**src/rtl/pop_lz_issue_ctrl_if.sv**
```systemverilog
// Issue, dispatch and A-register writeback signals of the
// pop count / leading-zero issue controller.
interface pop_lz_issue_ctrl_if;
    logic        i_issue_valid;
    logic [6:0]  i_instr;
    logic [2:0]  i_ai;
    logic [63:0] i_sj;
    logic        o_issue_ready;
    logic [63:0] o_unit_sj;
    logic [6:0]  o_unit_instr;
    logic [23:0] i_unit_result;
    logic        o_a_we;
    logic [2:0]  o_a_addr;
    logic [23:0] o_a_data;
    logic [7:0]  o_a_busy;
    logic        o_illegal;

    modport master (
        output i_issue_valid,
        output i_instr,
        output i_ai,
        output i_sj,
        output i_unit_result,
        input  o_issue_ready,
        input  o_unit_sj,
        input  o_unit_instr,
        input  o_a_we,
        input  o_a_addr,
        input  o_a_data,
        input  o_a_busy,
        input  o_illegal
    );

    modport slave (
        input  i_issue_valid,
        input  i_instr,
        input  i_ai,
        input  i_sj,
        input  i_unit_result,
        output o_issue_ready,
        output o_unit_sj,
        output o_unit_instr,
        output o_a_we,
        output o_a_addr,
        output o_a_data,
        output o_a_busy,
        output o_illegal
    );
endinterface

```
**src/rtl/pop_lz_issue_ctrl.sv**
```systemverilog
// Issue/writeback control for the 026 pop count and 027 leading-zero
// unit: return-slot reservation, fixed-latency capture, Ai scoreboard.
module pop_lz_issue_ctrl #(
    parameter int POP_LAT = 6,
    parameter int LZ_LAT  = 5,
    parameter int DRAIN   = 4
) (
    input logic               clk,
    input logic               rst,
    pop_lz_issue_ctrl_if.slave bus
);
    localparam logic [6:0] OP_POP = 7'b0010110;
    localparam logic [6:0] OP_LZ  = 7'b0010111;
    localparam int NSLOT = (POP_LAT > LZ_LAT) ? POP_LAT : LZ_LAT;
    localparam int DW    = (DRAIN < 1) ? 1 : $clog2(DRAIN + 1);

    typedef struct packed {
        logic       valid;
        logic [2:0] ai;
    } slot_t;

    slot_t         slot   [1:NSLOT];
    slot_t         slot_n [1:NSLOT];
    logic [DW-1:0] drain_cnt;
    logic [7:0]    busy_n;
    logic          is_pop;
    logic          is_lz;
    logic          legal;
    logic          draining;
    logic          busy_hit;
    logic          ready;
    logic          accept;
    logic          issue;

    always_comb begin
        is_pop   = (bus.i_instr == OP_POP);
        is_lz    = (bus.i_instr == OP_LZ);
        legal    = is_pop | is_lz;
        draining = (drain_cnt != '0);
        busy_hit = bus.o_a_busy[bus.i_ai];
        ready    = 1'b0;
        // Slot LAT shifts into LAT-1 this cycle; that is where a new entry lands.
        unique case (1'b1)
            is_pop:  ready = !draining && !busy_hit
                             && !slot[POP_LAT].valid;
            is_lz:   ready = !draining && !busy_hit
                             && !slot[LZ_LAT].valid;
            default: ready = !draining;
        endcase
        accept = bus.i_issue_valid & ready;
        issue  = accept & legal;
    end

    assign bus.o_issue_ready = ready;

    always_comb begin
        for (int k = 1; k < NSLOT; k++) begin
            slot_n[k] = slot[k+1];
        end
        slot_n[NSLOT] = '0;
        if (issue && is_pop) begin
            slot_n[POP_LAT-1].valid = 1'b1;
            slot_n[POP_LAT-1].ai    = bus.i_ai;
        end
        if (issue && is_lz) begin
            slot_n[LZ_LAT-1].valid = 1'b1;
            slot_n[LZ_LAT-1].ai    = bus.i_ai;
        end
    end

    // Set after clear so a same-cycle collision leaves the bit busy.
    always_comb begin
        busy_n = bus.o_a_busy;
        if (bus.o_a_we) begin
            busy_n[bus.o_a_addr] = 1'b0;
        end
        if (issue) begin
            busy_n[bus.i_ai] = 1'b1;
        end
    end

    always_ff @(posedge clk) begin
        if (!rst) begin
            for (int k = 1; k <= NSLOT; k++) begin
                slot[k] <= '0;
            end
            drain_cnt        <= DW'(DRAIN);
            bus.o_a_busy     <= '0;
            bus.o_a_we       <= 1'b0;
            bus.o_a_addr     <= '0;
            bus.o_a_data     <= '0;
            bus.o_unit_instr <= '0;
            bus.o_unit_sj    <= '0;
            bus.o_illegal    <= 1'b0;
        end else begin
            for (int k = 1; k <= NSLOT; k++) begin
                slot[k] <= slot_n[k];
            end
            if (draining) begin
                drain_cnt <= drain_cnt - 1'b1;
            end
            bus.o_a_busy <= busy_n;
            bus.o_a_we   <= slot[1].valid;
            if (slot[1].valid) begin
                bus.o_a_addr <= slot[1].ai;
                bus.o_a_data <= bus.i_unit_result;
            end
            bus.o_unit_instr <= issue ? bus.i_instr : 7'b0;
            if (issue) begin
                bus.o_unit_sj <= bus.i_sj;
            end
            bus.o_illegal <= accept & ~legal;
        end
    end
endmodule

```
**src/flat_wrapper.sv**
```systemverilog
// flat-port wrapper written by rule: the top's interface ports become plain ports
module pop_lz_issue_ctrl_flat 
#(
    parameter int POP_LAT = 6,
    parameter int LZ_LAT  = 5,
    parameter int DRAIN   = 4
)
  (clk, rst, bus_i_issue_valid, bus_i_instr, bus_i_ai, bus_i_sj, bus_i_unit_result, bus_o_issue_ready, bus_o_unit_sj, bus_o_unit_instr, bus_o_a_we, bus_o_a_addr, bus_o_a_data, bus_o_a_busy, bus_o_illegal);
  pop_lz_issue_ctrl_if bus_i ();
  input logic clk;
  input logic rst;
  input wire logic [$bits(bus_i.i_issue_valid)-1:0] bus_i_issue_valid;
  input wire logic [$bits(bus_i.i_instr)-1:0] bus_i_instr;
  input wire logic [$bits(bus_i.i_ai)-1:0] bus_i_ai;
  input wire logic [$bits(bus_i.i_sj)-1:0] bus_i_sj;
  input wire logic [$bits(bus_i.i_unit_result)-1:0] bus_i_unit_result;
  output wire logic [$bits(bus_i.o_issue_ready)-1:0] bus_o_issue_ready;
  output wire logic [$bits(bus_i.o_unit_sj)-1:0] bus_o_unit_sj;
  output wire logic [$bits(bus_i.o_unit_instr)-1:0] bus_o_unit_instr;
  output wire logic [$bits(bus_i.o_a_we)-1:0] bus_o_a_we;
  output wire logic [$bits(bus_i.o_a_addr)-1:0] bus_o_a_addr;
  output wire logic [$bits(bus_i.o_a_data)-1:0] bus_o_a_data;
  output wire logic [$bits(bus_i.o_a_busy)-1:0] bus_o_a_busy;
  output wire logic [$bits(bus_i.o_illegal)-1:0] bus_o_illegal;
  assign bus_i.i_issue_valid = bus_i_issue_valid;
  assign bus_i.i_instr = bus_i_instr;
  assign bus_i.i_ai = bus_i_ai;
  assign bus_i.i_sj = bus_i_sj;
  assign bus_i.i_unit_result = bus_i_unit_result;
  assign bus_o_issue_ready = bus_i.o_issue_ready;
  assign bus_o_unit_sj = bus_i.o_unit_sj;
  assign bus_o_unit_instr = bus_i.o_unit_instr;
  assign bus_o_a_we = bus_i.o_a_we;
  assign bus_o_a_addr = bus_i.o_a_addr;
  assign bus_o_a_data = bus_i.o_a_data;
  assign bus_o_a_busy = bus_i.o_a_busy;
  assign bus_o_illegal = bus_i.o_illegal;
  pop_lz_issue_ctrl #(.POP_LAT(POP_LAT), .LZ_LAT(LZ_LAT), .DRAIN(DRAIN)) u_core (.clk(clk), .rst(rst), .bus(bus_i));
endmodule
```
**config.mk**
```make
export PLATFORM = sky130hd
export DESIGN_NAME = pop_lz_issue_ctrl_flat
export DESIGN_NICKNAME = d
export VERILOG_FILES = /design/src/rtl/pop_lz_issue_ctrl_if.sv /design/src/rtl/pop_lz_issue_ctrl.sv /design/src/flat_wrapper.sv
export SDC_FILE = /design/constraint.sdc
export NUM_CORES = 1
export LEC_CHECK = 0
export CAP_MARGIN = 20
export CORE_MARGIN = 1
export CORE_UTILIZATION = 26
export DETAILED_ROUTE_END_ITERATION = 6
export PLACE_DENSITY_LB_ADDON = 0.15
export SLEW_MARGIN = 15
export SYNTH_ARGS = -nofsm -noshare
export SYNTH_HDL_FRONTEND = slang
export SYNTH_SLANG_ARGS = --single-unit
```
**constraint.sdc**
```tcl
create_clock -name clk -period 2.3 [get_ports clk]
set_input_delay 0.23 -clock clk [delete_from_list [all_inputs] [get_ports clk]]
set_output_delay 0.23 -clock clk [all_outputs]
set_load 0.1 [all_outputs]
```
==> out/results.ini, run 1 <==
[place]
portBuffers=209
post-place-ws_ns=-0.153
gp_congestion=0.753
dp.cells=978
dpl.hpwl_um=9300
dpl-instance-area_um2=7340

[floorplanning]
die_w_um=142
ios=210
dieArea_um2=20200
initial_core_util=0.270
die_h_um=142
row_count=50
core_area_um2=19000

[synthesis]
ys_top_cells_by_count=nand2_1, dfxtp_1, mux2i_1
async_reset_ff_frac=0
syn_area_um2=5110
synth_edf_count=0
post-synth-top-count-cell=nand2_1
yosysSeqAreaShare=0.513
synthCells=506
synth_seq_cells=131
syn_area_per_cell_um2=10.1
synth_cell_types=39
yosysTopAreaCell=dfxtp_1
synth_top_area_frac=0.513
synth_area_leaders=dfxtp_1, mux2i_1, nand2_1
yosys_warnings=0
ys.flop_type=dfxtp_1

[drt]
via_count=4201
wl_per_cell_um=13.0
vias_per_cell=4.16
drcViolationCount=0
dr.pass1.iters=4
postRouteAntennaNets=0
drt-initial-drc-count=123
totalWireLength_um=13100

[clock_tree]
clock_sinks=131
clock_latency_ns=0.42
cts_tree=built
cts_hold_buf=0
clk_pin_slew_worst_paths_ns=0.06
cts_buffers=17
clock_path_buffers=2
clockRootBuffer=clkbuf_16
htreeDepth=4

[setup_path]
required_ns=2.07
setup.worst_path.start_class=flip-flop
crit_buf_inv=2
crit_chain=a221o_2, buf_4, a221oi_2, o21ba_2, buf_12
reg2reg_depth=8
cp_slowest_stage_delay_ns=0.41
cp_top_family=compound AO/OA/AOI/OAI gates
r2r-start=u_core.drain_cnt[0]$_SDFFE_PN0P_
crit_type=reg2out
path_depth=5
cp-startpoint=u_core.bus.o_a_busy[1]$_SDFF_PN0_
slowest_stage=a221o_2
crit_path_end_kind=output port
cp.arrival_ns=1.94
critPathMaxFanout=3

[sta]
finalSetupTns_ns=0
setup_viol=0
slew_headroom=0.540
slew_viol_final=0
hold_viol_final=0
fin_hold_ws_ns=0.123
worst_pin_slew_ns=0.691
layout_setup_ws_ns=0.134
rsz0062_at_grt=no
skew_ns=0.00885
timing.fmax_mhz=462
min_period_ns=2.17
fin_crit_sh=0.942

[power_and_ir_drop]
p_per_area_nw_per_um2=712
swShare=0.239
ir_drop_mv=0.482
internal-power_mw=4.31
pwr-share-seq=0.409
p_comb_frac=0.102
power_mw=5.66
power_switching_mw=1.35
power_leakage_nw=3.15
clkPwrFrac=0.489

[min_path]
hold_start=bus_i_ai[1]
holdCritPathClass=in2reg
hold_depth=2

[cells_and_area]
fin_area_um2=7950
num_antenna_cells=0
fin_cells=1010
area_growth_pct=55.6
drive_above_1_share=0.251
final_nets=840
fin_util=0.420

[global_route]
antenna_found_initial=0
grtUsageTotal=0.132
overflow=0
grt_max_degree=163
grt_pass1_vias=4200
grt_first_pass_wirelength_um=20600

[run]
drv_cap=0

[status]
status=finished clean

layer usage:
| metal | track usage | wire length, µm | vias to the layer above |
|---|---|---|---|
| met5 | 0 | 0 | - |
| met4 | 0.0611 | 259 | 0 |
| met3 | 0.0458 | 817 | 22 |
| met2 | 0.221 | 6300 | 128 |
| met1 | 0.150 | 5720 | 1906 |
| li1 | - | - | 2145 |
area by class of cell:
cell class / count / area (µm²)
clock buffer: 17 / 425
clock inverter: 15 / 184
sequential: 131 / 2620
fill: 1865 / 11000
multi-input combinational: 337 / 2240
tap: 260 / 325
timing repair buffer: 243 / 2130
inverter: 7 / 26.3
registers in the layout, indices dropped and copies added (netlist names):
| name | cells |
|---|---|
| u_core.bus.o_a_we | 1 |
| u_core.bus.o_a_data | 24 |
| u_core.bus.o_a_addr | 3 |
| u_core.drain_cnt | 3 |
| u_core.bus.o_a_busy | 8 |
| u_core.bus.o_unit_instr | 7 |
| u_core.slot | 20 |
| u_core.bus.o_unit_sj | 64 |
| u_core.bus.o_illegal | 1 |
power groups by stage:
stage | Combinational [mW] | Sequential (mW) | Clock, mW
2_1_floorplan | 0.257 | 2.41 | 0
3_3_place_gp | 0.572 | 2.36 | 0
3_5_place_dp | 0.581 | 2.36 | 0
4_1_cts | 0.584 | 2.32 | 2.86
5_1_grt | 0.621 | 2.32 | 2.97
6_report | 0.577 | 2.32 | 2.77
cell usage in the layout, fill, tap and decap left out, drive strengths merged, types with 2 or more instances in the layout:
| cell | count |
|---|---|
| nand2 | 143 |
| inv | 9 |
| clkbuf | 17 |
| clkinv | 7 |
| o211ai | 6 |
| bufinv | 3 |
| buf | 144 |
| nor2b | 28 |
| nand2b | 7 |
| o311ai | 2 |
| clkdlybuf4s50 | 96 |
| clkinvlp | 3 |
| nand3 | 2 |
| a221o | 2 |
| and2 | 18 |
| ha | 2 |
| conb | 3 |
| nor2 | 2 |
| o31ai | 6 |
| a2111oi | 4 |
| dlygate4sd2 | 2 |
| mux2i | 97 |
| dfxtp | 131 |
worst paths after layout:
kind	endpoint	slack, ns
worst max-delay path	bus_o_issue_ready	0.13
worst min-delay path	u_core.slot[0][21]$_SDFF_PN0_	0.12
worst max register to register	u_core.bus.o_unit_sj[25]$_SDFFE_PN0P_	0.29
worst min register to register	u_core.slot[0][5]$_SDFF_PN0_	0.43
kinds of logic (layout without fill, tap and decap cells):
group,after synthesis,after routing,share of synthesized area
compound gates,29,29,0.0565
xor+xnor,1,1,0.00171
fa+ha+maj,2,2,0.00490
buf+inv,40,282,0.0521
flops,131,131,0.513
mux,97,97,0.190
other cells,1,3,0.000734
simple gates,205,205,0.181
worst register-to-register path, stage by stage (launching register included):
cell       delay, ns
dfxtp_1         0.30
inv_1           0.10
ha_1            0.20
and3b_1         0.26
nand2_1         0.11
a2111oi_4       0.37
buf_12          0.21
buf_12          0.18
mux2i_1         0.20
repair_timing:
item | in CTS | in global routing
endpoints found under the setup margin | 1 | 1
resized for setup | 3 | 1
pin swaps | 1 | 0
buffers inserted | 0 | 0
No activity file was read; power rests on OpenSTA's default activity.
==> run 2: changes to the inputs <==
Settings changed: CORE_ASPECT_RATIO set to 1.1, HOLD_SLACK_MARGIN set to 0.08.
==> run 2 against run 1 <==
Via count shrank 0.21%. Sequential share of layout area grew 0.45 points. Final cell count decreased by 1.7%. Sequential cell count is the same. Die area barely moved. Wire length increased by 0.37%. Final area is 1.3% lower. Critical path depth rose by 2. Global-route usage is 0.069 points higher. Worst setup slack worse by 0.035 ns. Clock power fell by 11%. Highest routed layer unchanged.
==> out/results.ini, run 2 (synthesized netlist as in run 1, its figures left out) <==
[status]
status=finished clean

[cells_and_area]
final-seq-area_um2=2620  ; unchanged
drive_above_1_share=0.242  ; -0.00906
fin_area_um2=7850  ; -1.3%
largest_reg_flops=64  ; unchanged
final_cell_mix=nand2_1, buf_4, dfxtp_1
fillers=1837  ; -1.5%
multi_input_area_um2=2240  ; unchanged
final_nets=836  ; -0.48%
area_growth_pct=53.5
top_regs=u_core.bus.o_unit_sj: 64 flops, u_core.bus.o_a_data: 24 flops, u_core.slot: 20 flops
top_register=u_core.bus.o_unit_sj
final_common_cell=nand2_1

[global_route]
grtUsageTotal=0.132  ; +0.000693
overflow=0  ; unchanged
grt_max_degree=187  ; +15%
grt_pass1_vias=4152  ; -1.1%
antenna_found_initial=1  ; +1
grt_first_pass_wirelength_um=20700  ; +0.57%

[setup_path]
crit_chain=clkdlybuf4s50_1, and2_4, a221o_1, buf_4, a221oi_2, o21ba_2, buf_12
critPathMaxFanout=4  ; +1
cp_top_family=buffers and inverters
required_ns=2.07  ; about the same
crit_path_end_kind=output port
cp.arrival_ns=1.97  ; +0.03 ns
crit_buf_inv=3  ; +1
crit_type=in2out
slowest_stage=clkdlybuf4s50_1
setup.worst_path.start_class=primary input
cp_slowest_stage_delay_ns=0.46  ; +0.05 ns

[floorplanning]
core_area_um2=19200  ; +1.1%
dieArea_um2=20200  ; about the same
row_count=53  ; +6.0%
initial_core_util=0.267  ; -0.00294
die_w_um=136  ; -4.6%
ios=210  ; unchanged
die_h_um=149  ; +4.8%

[clock_tree]
clock_sinks=131  ; unchanged
htreeDepth=4  ; unchanged
clock_path_buffers=2  ; unchanged
cts_hold_buf=0  ; unchanged
cts_buffers=17  ; unchanged
clockRootBuffer=clkbuf_16
cts_tree=built
clk_pin_slew_worst_paths_ns=0.06  ; about the same
clock_latency_ns=0.40  ; -0.02 ns

[power_and_ir_drop]
p_per_area_nw_per_um2=681  ; -4.2%
power_leakage_nw=3.09  ; -1.9%
power_mw=5.35  ; -5.5%
ir_drop_mv=0.460  ; -4.7%

[sta]
slew_headroom=0.528  ; -0.0121
fin_crit_sh=0.957  ; +0.0151
layout_setup_ws_ns=0.0993  ; -0.0346 ns
rsz0062_at_grt=no
min_period_ns=2.20  ; +0.0346 ns
slew_viol_final=0  ; unchanged
setup_viol=0  ; unchanged
hold_viol_final=0  ; unchanged
timing.fmax_mhz=454  ; -1.6%
worst_pin_slew_ns=0.709  ; +0.0182 ns
skew_ns=0.00689  ; -0.00196 ns
finalSetupTns_ns=0  ; unchanged

[drt]
postRouteAntennaNets=0  ; unchanged
totalWireLength_um=13100  ; +0.37%
dr.pass1.iters=4  ; unchanged
drcViolationCount=0  ; unchanged
wl_per_cell_um=13.2  ; +2.1%
drt-initial-drc-count=102  ; -17%
via_count=4192  ; -0.21%
vias_per_cell=4.22  ; +1.5%

[place]
gp_congestion=0.758  ; +0.65%
post-place-ws_ns=-0.199  ; -0.0458 ns
dpl-instance-area_um2=7290  ; -0.67%
portBuffers=209  ; unchanged
dpl.hpwl_um=9350  ; +0.58%

[min_path]
holdCritPathClass=in2reg

[run]
drv_cap=0  ; unchanged

==> run 2: repair_timing <==
action,in CTS,in global routing
endpoints found under the setup margin,1,1
pin swaps,3,2
setup buffers,1,1
gates resized for setup,2,1
==> run 2: worst paths after layout <==
check	from	end	slack [ns]	cells past startpoint
setup reg to reg	u_core.drain_cnt[0]$_SDFFE_PN0P_	u_core.bus.o_unit_sj[25]$_SDFFE_PN0P_	0.30	8
hold / removal	rst	u_core.bus.o_illegal$_SDFF_PN0_	0.13	2
hold reg to reg	u_core.slot[0][14]$_SDFF_PN0_	u_core.slot[0][10]$_SDFF_PN0_	0.43	1
setup / recovery	bus_i_ai[1]	bus_o_issue_ready	0.1	7
==> run 2: through the flow <==
stage / cells / util / hold WS (ns)
3_5_place_dp: 959 / 0.380 / 0.418
3_3_place_gp: 959 / 0.380 / 0.413
6_report: 993 / 0.409 / 0.127
4_1_cts: 991 / 0.409 / 0.105
2_1_floorplan: 508 / - / 0.310
5_1_grt: 992 / 0.409 / 0.115
==> run 2: layout make-up <==
| cell class | instances | area share |
|---|---|---|
| Antenna cell | 1 | 0.000319 |
| Clock buffer | 21 | 0.0574 |
| Clock inverter | 10 | 0.0110 |
| Inverter | 7 | 0.00335 |
| Multi-Input combinational cell | 337 | 0.285 |
| Sequential cell | 131 | 0.334 |
| Tap cell | 247 | 0.0394 |
| Timing Repair Buffer | 239 | 0.269 |
==> run 2: report_power, final <==
group	internal, mW	leakage [nW]	switching, mW
Combinational	0.294	1.78	0.281
Sequential	2.30	1.06	0.0146
Clock	1.50	0.258	0.959
==> run 2: layer usage <==
metal  wire [µm]  GRT usage
met2        6580      0.228
met3         785     0.0370
met4         294     0.0618
met5           0          0
met1        5480      0.151
==> run 3: changes to the inputs <==
Settings changed: REMOVE_ABC_BUFFERS set to 1.
==> run 3 against run 2 <==
Core utilization is 0.34 points higher. Via count is 1.0% lower. Worst setup slack worse by 0.051 ns. First-iteration DRC count is 65% higher. Critical endpoint unchanged. Global-route usage is 0.22 points higher. Register-to-register slack worse by 0.05 ns. Worst hold slack better by 0.24 ns. Fmax is 2.3% lower. Die area stayed put. Wire length is 2.2% higher. Clock power is 19% higher. Combinational power is 0.9% lower.
==> out/results.ini, run 3 (synthesized netlist as in run 1, its figures left out) <==
[setup_path]
crit_chain=clkdlybuf4s50_1, and2_4, a221o_2, a221oi_2, o21ba_1, buf_12
r2r-start=u_core.drain_cnt[0]$_SDFFE_PN0P_
crit_buf_inv=2  ; -1
worst-r2r-setup-slack_ns=0.25  ; -0.05 ns
timing.rr.end=u_core.bus.o_unit_sj[56]$_SDFFE_PN0P_
crit_end=bus_o_issue_ready
crit_type=in2out
reg2reg_depth=8  ; unchanged
setup.worst_path.start_class=primary input
cp.arrival_ns=2.02  ; +0.05 ns
cp_slowest_stage_delay_ns=0.48  ; +0.02 ns
slowest_stage=clkdlybuf4s50_1
required_ns=2.07  ; about the same
cp-startpoint=bus_i_ai[1]
critPathMaxFanout=5  ; +1
cp_top_family=compound AO/OA/AOI/OAI gates
path_depth=6  ; -1
crit_path_end_kind=output port

[cells_and_area]
fin_cells=987  ; -0.60%
final_cell_mix=nand2_1, dfxtp_1, buf_4
top_register=u_core.bus.o_unit_sj
final_common_cell=nand2_1
drive_above_1_share=0.239  ; -0.00242
final_nets=830  ; -0.72%
num_antenna_cells=0  ; -1
fin_util=0.413  ; +0.00339
fillers=1833  ; -0.22%
largest_reg_flops=64  ; unchanged
area_growth_pct=54.8
top_regs=u_core.bus.o_unit_sj: 64 flops, u_core.bus.o_a_data: 24 flops, u_core.slot: 20 flops
fin_area_um2=7910  ; +0.83%

[clock_tree]
htreeDepth=4  ; unchanged
cts_tree=built
clk_pin_slew_worst_paths_ns=0.06  ; about the same
clock_latency_ns=0.41  ; about the same
cts_buffers=17  ; unchanged
clock_sinks=131  ; unchanged
postCtsSetupRepairBufs=0  ; -1
clockRootBuffer=clkbuf_16
clock_path_buffers=2  ; unchanged

[sta]
slew_viol_final=0  ; unchanged
timing.fmax_mhz=444  ; -2.3%
rsz0062_at_grt=no
hold_viol_final=0  ; unchanged
worst_pin_slew_ns=0.829  ; +0.120 ns
layout_setup_ws_ns=0.0485  ; -0.0508 ns
finalSetupTns_ns=0  ; unchanged
skew_ns=0.00917  ; +0.00228 ns
setup_viol=0  ; unchanged
fin_crit_sh=0.979  ; +0.0221
min_period_ns=2.25  ; +0.0508 ns
slew_headroom=0.448  ; -0.0800

[global_route]
overflow=0  ; unchanged
grt_first_pass_wirelength_um=20900  ; +0.90%
antenna_found_initial=0  ; -1
grt_pass1_vias=4111  ; -0.99%
grtUsageTotal=0.135  ; +0.00224
grt_max_degree=183  ; -2.1%

[drt]
postRouteAntennaNets=0  ; unchanged
totalWireLength_um=13400  ; +2.2%
drcViolationCount=0  ; unchanged
dr.pass1.iters=4  ; unchanged
wl_met3_um=701  ; -11%
met2_length_um=6970  ; +5.9%
drt-initial-drc-count=168  ; +65%
via_count=4149  ; -1.0%
vias_per_cell=4.20  ; -0.42%
wl_met1_um=5490  ; +0.15%
wl_per_cell_um=13.6  ; +2.8%
routed.top_layer=met4

[min_path]
holdCritPathClass=in2reg

[place]
portBuffers=209  ; unchanged
post-place-ws_ns=-0.240  ; -0.0409 ns
dpl.hpwl_um=9550  ; +2.1%
dp.cells=954  ; -0.52%
dpl-instance-area_um2=7250  ; -0.51%
gp_congestion=0.796  ; +4.9%

[floorplanning]
die_h_um=149  ; unchanged
ios=210  ; unchanged
initial_core_util=0.267  ; unchanged
die_w_um=136  ; unchanged
row_count=53  ; unchanged
core_area_um2=19200  ; unchanged
dieArea_um2=20200  ; unchanged

[power_and_ir_drop]
internal-power_mw=4.49  ; +9.8%
swShare=0.227  ; -0.00788
clkPwrFrac=0.504  ; +0.044
pwr-share-seq=0.398  ; -0.035
power_leakage_nw=3.12  ; +0.76%
ir_drop_mv=0.479  ; +4.2%
power_switching_mw=1.32  ; +5.0%
p_per_area_nw_per_um2=734  ; +7.8%
p_comb_frac=0.098  ; -0.010

[run]
drv_cap=0  ; unchanged

[status]
status=finished clean

[run 3: changes by cell type in the layout (fill, tap and decap cells not counted), moves of 2 or more]
cell	delta
clkdlybuf4s50_1	+2
clkbuf_8	+2
clkinv_2	-2
dlygate4sd2_1	-2
clkbuf_1	-3
bufinv_16	+3
buf_4	-7
[run 3: worst min-delay path, cell delays in order]
cell and delay (ns):
clkdlybuf4s50_1 0.39, nand2_1 0.05, mux2i_1 0.05
[run 3: worst min path at each step]
stage | start | endpoint | slack, ns | cells after the start
5_1_grt | bus_i_sj[32] | u_core.bus.o_unit_sj[32]$_SDFFE_PN0P_ | 0.36 | 3
3_3_place_gp | u_core.slot[0][13]$_SDFF_PN0_ | u_core.slot[0][9]$_SDFF_PN0_ | 0.41 | 1
4_1_cts | bus_i_sj[46] | u_core.bus.o_unit_sj[46]$_SDFFE_PN0P_ | 0.34 | 3
2_1_floorplan | rst | u_core.drain_cnt[2]$_SDFFE_PN1P_ | 0.29 | 1
6_report | bus_i_sj[46] | u_core.bus.o_unit_sj[46]$_SDFFE_PN0P_ | 0.37 | 3
3_5_place_dp | u_core.slot[0][11]$_SDFF_PN0_ | u_core.slot[0][7]$_SDFF_PN0_ | 0.42 | 1
[run 3: stage by stage]
stage | power [mW] | hold slack [ns]
5_1_grt | 6.05 | 0.357
4_1_cts | 5.90 | 0.343
6_report | 5.81 | 0.369
3_5_place_dp | 2.94 | 0.418
3_3_place_gp | 2.92 | 0.415
2_1_floorplan | 2.62 | 0.292
[run 3: final cells by class]
class / count / area, µm² / share of cell area
sequential: 131 / 2620 / 0.331
multi-input combinational: 337 / 2240 / 0.283
timing repair buffer: 233 / 2070 / 0.262
clock buffer: 20 / 467 / 0.0590
tap: 247 / 309 / 0.0391
clock inverter: 12 / 176 / 0.0223
inverter: 7 / 26.3 / 0.00332
[run 3: layer usage]
metal	GRT usage	vias to the layer above
li1	-	2121
met1	0.149	1891
met2	0.235	116
met3	0.0394	21
met4	0.0629	0
met5	0	-
[run 3: power by group through the flow]
stage | sequential [mW] | combinational [mW] | clock (mW)
floorplan | 2.41 | 0.213 | 0
global placement | 2.36 | 0.559 | 0
detailed placement | 2.36 | 0.574 | 0
CTS | 2.31 | 0.579 | 3.01
global route | 2.32 | 0.620 | 3.11
finish | 2.31 | 0.570 | 2.93
[run 3: repair_timing]
item | CTS | global route
resized for setup | 1 | 1
pin swaps | 0 | 2
hold buffers | 1 | 0
endpoints found under the setup margin | 1 | 1
hold endpoints to repair | 1 | 0
